$ cat src/rtl/fetch_unit.sv
`default_nettype none
// ============================================================================
// Module   : fetch_unit
// Function : PC-owning instruction fetch with hold, branch redirect and HALT
// Revision : 1.0
// ============================================================================
module fetch_unit #(
  parameter int                     PC_WIDTH    = 8,
  parameter int                     INSTR_WIDTH = 9,
  parameter logic [INSTR_WIDTH-1:0] HALT_WORD   = '1
) (
  input  logic                   clock,
  input  logic                   resetN,
  input  logic                   start,
  input  logic                   nextIns,
  input  logic                   branchTaken,
  input  logic [PC_WIDTH-1:0]    branchTarget,
  output logic                   instrReq,
  output logic [PC_WIDTH-1:0]    instrAddr,
  input  logic [INSTR_WIDTH-1:0] instrData,
  output logic [2:0]             instructions,
  output logic [INSTR_WIDTH-4:0] operand,
  output logic [PC_WIDTH-1:0]    pc,
  output logic                   instrValid,
  output logic                   done
);

  typedef enum logic [2:0] {
    S_IDLE    = 3'd0,
    S_FETCH   = 3'd1,
    S_CAPTURE = 3'd2,
    S_HOLD    = 3'd3,
    S_HALTED  = 3'd4
  } state_t;

  state_t                   r_state;
  logic                     r_req;
  logic [PC_WIDTH-1:0]      r_addr;
  logic [PC_WIDTH-1:0]      r_pc;
  logic [2:0]               r_opcode;
  logic [INSTR_WIDTH-4:0]   r_operand;
  logic                     r_valid;
  logic                     r_done;

  logic [PC_WIDTH-1:0]      w_next_pc;

  // Sequential step wraps naturally at the PC width.
  assign w_next_pc = branchTaken ? branchTarget : (r_pc + PC_WIDTH'(1));

  always_ff @(posedge clock or negedge resetN) begin
    if (!resetN) begin
      r_state   <= S_IDLE;
      r_req     <= 1'b0;
      r_addr    <= '0;
      r_pc      <= '0;
      r_opcode  <= '0;
      r_operand <= '0;
      r_valid   <= 1'b0;
      r_done    <= 1'b0;
    end else begin
      case (r_state)
        S_IDLE: begin
          if (start) begin
            r_state <= S_FETCH;
            r_req   <= 1'b1;
            r_addr  <= r_pc;
          end
        end
        S_FETCH: begin
          r_state <= S_CAPTURE;
          r_req   <= 1'b0;
        end
        S_CAPTURE: begin
          // HALT leaves the previous instruction visible but unqualified.
          if (instrData == HALT_WORD) begin
            r_state <= S_HALTED;
            r_done  <= 1'b1;
          end else begin
            r_opcode  <= instrData[INSTR_WIDTH-1 -: 3];
            r_operand <= instrData[INSTR_WIDTH-4:0];
            r_valid   <= 1'b1;
            r_state   <= S_HOLD;
          end
        end
        S_HOLD: begin
          if (nextIns) begin
            r_pc    <= w_next_pc;
            r_addr  <= w_next_pc;
            r_req   <= 1'b1;
            r_valid <= 1'b0;
            r_state <= S_FETCH;
          end
        end
        S_HALTED: begin
          r_state <= S_HALTED;
        end
        default: begin
          r_state   <= S_IDLE;
          r_req     <= 1'b0;
          r_addr    <= '0;
          r_pc      <= '0;
          r_opcode  <= '0;
          r_operand <= '0;
          r_valid   <= 1'b0;
          r_done    <= 1'b0;
        end
      endcase
    end
  end

  assign instrReq     = r_req;
  assign instrAddr    = r_addr;
  assign pc           = r_pc;
  assign instructions = r_opcode;
  assign operand      = r_operand;
  assign instrValid   = r_valid;
  assign done         = r_done;

endmodule
`default_nettype wire
$ cat config.mk
export PLATFORM = sky130hd
export DESIGN_NAME = fetch_unit
export DESIGN_NICKNAME = d
export VERILOG_FILES = /design/src/rtl/fetch_unit.sv
export SDC_FILE = /design/constraint.sdc
export NUM_CORES = 1
export LEC_CHECK = 0
export ABC_CLOCK_PERIOD_IN_PS = 1380
export CORE_MARGIN = 8
export CORE_UTILIZATION = 56
export DETAILED_ROUTE_END_ITERATION = 12
export DONT_BUFFER_PORTS = 1
export PLACE_DENSITY = 0.74
export SYNTH_ARGS = -nofsm -noshare
export SYNTH_HDL_FRONTEND = slang
export SYNTH_SLANG_ARGS = --single-unit
$ cat constraint.sdc
create_clock -name clock -period 1.38 [get_ports clock]
set_clock_uncertainty 0.05 [all_clocks]
set_input_delay 0.069 -clock clock [delete_from_list [all_inputs] [get_ports clock]]
set_output_delay 0.069 -clock clock [all_outputs]
set_load 0.01 [all_outputs]
# ---- Word level (Yosys, flattened, before mapping)
# Index checks and enable logic that the tools add are counted.
dict set report totals {
  ff_bits 31
  inputBits 22
  out_inout_bits 28
  wordCells 57
}
dict set report op_classes {
  add_sub_neg 1
  n_eq_ne 9
  n_mux 21
  bitwise_logic 5
  reduce_logical 13
}
# cell count
set op_table {}
lappend op_table {{8-bit two-way mux} 3}
lappend op_table {{8-bit one-hot mux with 3 select lines} 1}
lappend op_table {{8-bit one-hot mux with 2 select lines} 1}
lappend op_table {{3-bit one-hot mux with 5 select lines} 1}
lappend op_table {{3-bit two-way mux} 4}
lappend op_table {{6-bit one-hot mux with 2 select lines} 1}
lappend op_table {{9-bit equality test (second input constant)} 1}
lappend op_table {{3-bit AND reduction} 3}
lappend op_table {{8-bit by 1-bit adder with 8-bit output (second input constant)} 1}
lappend op_table {{2-bit != test (second input constant)} 4}
lappend op_table {{2-bit AND reduction} 4}
lappend op_table {{4-bit OR reduction} 2}
lappend op_table {{3-bit by 2-bit equality test with 1-bit output (second input constant)} 2}
lappend op_table {{6-bit two-way mux} 1}
lappend op_table {{1-bit one-hot mux with 3 select lines} 2}
lappend op_table {{3-bit one-hot mux with 2 select lines} 1}
lappend op_table {{3-bit OR reduction} 2}
lappend op_table {{1-bit two-way mux} 5}
lappend op_table {{1-bit NOT} 5}
lappend op_table {{3-bit by 1-bit equality test with 1-bit output (second input constant)} 1}
lappend op_table {{3-bit equality test (second input constant)} 1}
lappend op_table {{3-bit zero test} 1}
lappend op_table {{1-bit one-hot mux with 2 select lines} 1}
lappend op_table {{2-bit OR reduction} 1}

# ---- Longest topological paths before layout
dict set report depth {
  depth_word 4
  depth_mapped 6
  mapped_depth_nobuf 5
}

# ---- Worst setup path before layout
# Ideal clock, no wire load.
dict set report synth_path {
  kind {reg2reg}
  startpoint {reg r_pc[0], in the netlist pc[0]}
  endpoint {reg r_addr[6], in the netlist instrAddr[6]}
  setup_time_ps 137
  arrival_time_ps 1383
  t_required_ps 1193
  setup_slack_ps -190
  path_stages_with_launch 6
  path_buffers 0
  synth_period_minus_slack_ps 1570
  cell_sequence {dfrtp_1 -> ha_1 -> nand2_1 -> o21a_1 -> o31ai_1 -> o211ai_1}
}
dict set report synth_via {
  elab_chain_len 4
}
# item line_no
set synth_lines {}
lappend synth_lines {{from (decl)} 39} ;# logic [PC_WIDTH-1:0] r_pc;
lappend synth_lines {{from (signal assigned)} 87} ;# r_pc <= w_next_pc;
lappend synth_lines {{8-bit by 1-bit adder with 8-bit output} 48} ;# assign w_next_pc = branchTaken ? branchTarget : (r_pc + PC_WIDTH'(1));
lappend synth_lines {{8-bit two-way mux} 48}
lappend synth_lines {{8-bit two-way mux} 86} ;# if (nextIns) begin
lappend synth_lines {{8-bit one-hot mux with 3 select lines} 61} ;# case (r_state)
lappend synth_lines {{to (signal assigned)} 66} ;# r_addr <= r_pc;
lappend synth_lines {{to (signal assigned)} 88} ;# r_addr <= w_next_pc;
lappend synth_lines {{to (decl)} 38} ;# logic [PC_WIDTH-1:0] r_addr;
# Every way passes these cells. The select of a mux whose other input is x is not followed.
# A chain may end at the register's enable or synchronous reset.

# ---- Final worst setup path
dict set report layout_path {
  startpoint {reg r_state[2]}
  endpoint {reg r_addr[4], in the netlist instrAddr[4]}
}
dict set report layout_via {
  elab_chain_len 4
  word_cells_on_any_way 11
  cone_classes {eq/ne: 6; mux: 1; bitwise: 1; reduce/logical: 3}
}
# item line_no
set layout_lines {}
lappend layout_lines {{from (decl)} 36} ;# state_t r_state;
lappend layout_lines {{from (signal assigned)} 52} ;# r_state <= S_IDLE;
lappend layout_lines {{from (signal assigned)} 64} ;# r_state <= S_FETCH;
lappend layout_lines {{from (signal assigned)} 70} ;# r_state <= S_CAPTURE;
lappend layout_lines {{3-bit by 2-bit equality test with 1-bit output, or another cell as far along} 61}
lappend layout_lines {{3-bit OR reduction (no source line)} n/a}
lappend layout_lines {{1-bit NOT (no source line)} n/a}
lappend layout_lines {{3-bit AND reduction (no source line)} n/a}
# Parallel ways exist; a longest one is shown, timed or not.

==> implementation parameters <==
Parameter                              Value

Final layout
  Net count reported at finish ... 267
  ANT cells ... 0
  Most frequent cells in the layout ... buf_4, dfrtp_1, nand2_1
  Final standard cell area without fillers ... 0.00241 mm²
  Share of layout cells above drive strength 1 ... 33.9%
  Area Growth Syn to Fin ... 38.9%
  Filler cell count ... 189
  Most common cell after layout, fill and taps aside ... buf_4

GRT
  Overflow left after global routing ... 0
  Wire length of the first global-routing pass ... 8.29 mm
  Total GRT Usage ... 20.0%
  Met1 usage in global routing ... 21.5%
  GR Util met2 ... 35.6%
  Largest net degree at the start of global routing ... 32
  Most crowded layer after global routing ... met2
  Met3 capacity usage during global routing ... 6.56%
  Antenna violations before repair ... 0
  Via count of the first global-routing pass ... 1721

Synthesis
  Area leader, netlist ... dfrtp_1
  Synthesis Warnings ... 0
  Cells taking the most area after synthesis ... dfrtp_1, a21oi_1, nand2_1
  Mean Syn Cell Area ... 9.20 µm²
  Number of enable-type register cells in the synthesized netlist ... 0
  Post-synth design cell area ... 0.00174 mm²
  Net count after synthesis ... 212
  Post-synthesis cell type count ... 47
  Cells after synthesis ... 189
  Number of flip-flops and latches in the synthesized netlist ... 31
  Fraction of synthesis flops using an asynchronous set or reset pin ... 100%
  Sequential cell area fraction in the yosys report ... 44.6%
  Dominant register cell in the synthesized netlist ... dfrtp_1
  Synth top area share ... 44.6%

Floorplanning
  Starting utilization of the core area ... 57.9%
  Area of the core ... 0.00300 mm²
  X dimension of the die ... 71.7 µm
  Ports ... 50
  Die height ... 71.7 µm
  DIE AREA ... 0.00514 mm²
  Rows ... 20

Outcome
  Violations in the final reports ... setup timing
  Outcome ... complete, but fails checks

CTS
  # clock sinks ... 31
  H-tree levels ... 2
  Root cell of the clock tree ... clkbuf_4
  Post-CTS clock slew at the launch and capture registers of the worst setup and hold paths ... 110 ps
  CTS tree ... done
  Number of CTS-inserted buffers ... 5
  Insertion delay to the later sink of the worst-skew pair ... 340 ps
  Maximum number of buffers from clock root to sink ... 2

Place
  Final weighted congestion in routability-driven placement ... 0.832
  HPWL Detailed ... 3.40 mm
  IO Port Bufs ... 0
  Area post-placement ... 0.00199 mm²

Setup path
  Top fanout value on the critical path ... 7
  Slowest cell delay on critical path ... 550 ps
  Required time of the worst setup path ... 1550 ps
  Critical-path top delay cell ... or4b_4
  Register-to-register setup slack ... -110 ps
  Category of the critical setup timing path ... reg -> reg
  Arrival time worst endpoint ... 1660 ps
  Type of destination of the critical path ... flip-flop
  Startpoint Class ... flip-flop
  List of cells traversed by the critical path ... or4b_4 > nand3_2 > a31oi_1

Route
  WL per Instance ... 19.3 µm
  DRC ... 0
  Detailed-route via count ... 1732
  Starting DRC count in detailed routing ... 166
  Antenna Nets Post-Route ... 0
  Detailed-route vias per instance ... 6.23
  Detailed Route WL ... 5.36 mm
  Number of search-and-repair iterations in the first detailed-routing pass ... 5

Timing
  Fin. Hold Viols ... 0
  Final period demand of the worst path ... 1490 ps
  Endpoints failing setup ... 11
  Share of the clock period used by the worst path ... 108%
  Unrepaired setup endpoints after global routing ... yes
  Worst setup margin ... -110 ps
  Max Clk Rate ... 0.671 GHz
  Max Slew Vio Count ... 0
  Worst max-slew margin expressed relative to the limit ... 75.7%
  Measured slew at the worst slew-check pin ... 364 ps

Pwr
  Leakage dissipation ... 1.01 nW
  Total power draw ... 1.67 mW
  Ratio of total power to cell area ... 690 mW/mm²
  Worst VDD drop ... 0.526 mV

Min path
  Tightest Hold Check Type ... in -> reg

Job
  Number of violations of the max-capacitance limit ... 0
-- layout make-up --
class,count,area (µm²),share of cell area (%)
Clock inverter,3,15.0,0.622
Inverter,4,15.0,0.622
Sequential cell,31,779,32.3
Timing Repair Buffer,58,519,21.5
Clock buffer,5,37.5,1.55
Multi-Input combinational cell,144,1010,41.7
Tap cell,33,41.3,1.71
-- critical path, delay by kind of cell, from the launching register on --
| kind | cells | cell delay, ps |
|---|---|---|
| flops | 1 | 450 |
| compound gates | 1 | 120 |
| simple gates | 2 | 760 |
-- flip-flops by register name, summed over array words and instances (netlist names) --
name and cells:
pc 8, operand 6, instructions 3, r_state 3, done 1, instrValid 1
instrAddr 8, instrReq 1
-- worst paths after layout --
kind	from	endpoint	cells past startpoint
min	branchTarget[1]	pc[1]$_DFFE_PN0P_	4
max in group asynchronous	resetN	r_state[2]$_DFFE_PN0P_	2
max	r_state[2]$_DFFE_PN0P_	instrAddr[4]$_DFFE_PN0P_	3
min reg2reg	instrValid$_DFFE_PN0P_	instrValid$_DFFE_PN0P_	2
min in group asynchronous	resetN	pc[2]$_DFFE_PN0P_	2
max reg2reg	r_state[2]$_DFFE_PN0P_	instrAddr[4]$_DFFE_PN0P_	3
-- synth_stat cells, types with 2 or more instances --
cell type / n
a31o_2: 2
nand2b_1: 3
o21a_1: 4
o21ai_0: 11
a21oi_1: 18
nand3_1: 6
nand2_1: 21
xnor2_1: 3
clkbuf_1: 3
a31oi_1: 3
o21ai_1: 2
a211oi_1: 2
nand4_1: 2
o211ai_1: 2
a31oi_2: 2
nor2_1: 13
a22oi_1: 2
buf_2: 4
o31ai_1: 3
a41oi_1: 2
nor2b_1: 12
inv_1: 4
or3_1: 2
dfrtp_1: 31
o2bb2ai_1: 9
buf_4: 2
-- metrics by stage --
step	setup TNS, ps	setup WS (ps)	util (%)	cells	hold slack [ps]
global route	-2190	-172	80.4	278	20.3
finish	-937	-110	80.4	278	5.98
CTS	-1320	-138	75.9	271	15.2
global placement	-1370	-166	66.3	243	-276
detailed placement	-2620	-213	66.3	243	-275
floorplan	-453	-75.6	-	189	-277
-- report_power, final --
group / leakage [nW] / internal (mW) / total, mW / switching [mW]
Combinational: 0.604 / 0.0896 / 0.172 / 0.0822
Sequential: 0.369 / 0.930 / 0.963 / 0.0332
Clock: 0.0347 / 0.189 / 0.531 / 0.342
Total: 1.01 / 1.21 / 1.67 / 0.457
-- what timing repair did --
| item | 4_1_cts | 5_1_grt |
|---|---|---|
| gates cloned | 1 | 0 |
| hold endpoints to repair | 51 | 0 |
| resized for setup | 9 | 22 |
| pin swaps | 7 | 14 |
| hold buffers | 16 | 0 |
| setup endpoints to repair | 25 | 27 |
| setup buffers | 3 | 7 |
-- logic make-up after synthesis --
group	Yosys count	synth area share [%]
and+or+nand+nor	71	22.2
AOI/OAI and AO/OA	67	26.0
DFF	31	44.6
buffers and inverters	15	4.39
xor gates and xnor gates	3	1.51
muxes	1	0.576
adders and majority gates	1	0.720
-- layer usage --
metal / part of all wire [%] / wire length, µm / vias to the layer above
met2: 51 / 2760 / 83
met1: 37 / 1980 / 827
met4: 2.8 / 150 / 0
met3: 8.8 / 473 / 18
li1: - / - / 804
met5: 0 / 0 / -
(Power assumes the default switching activity.)
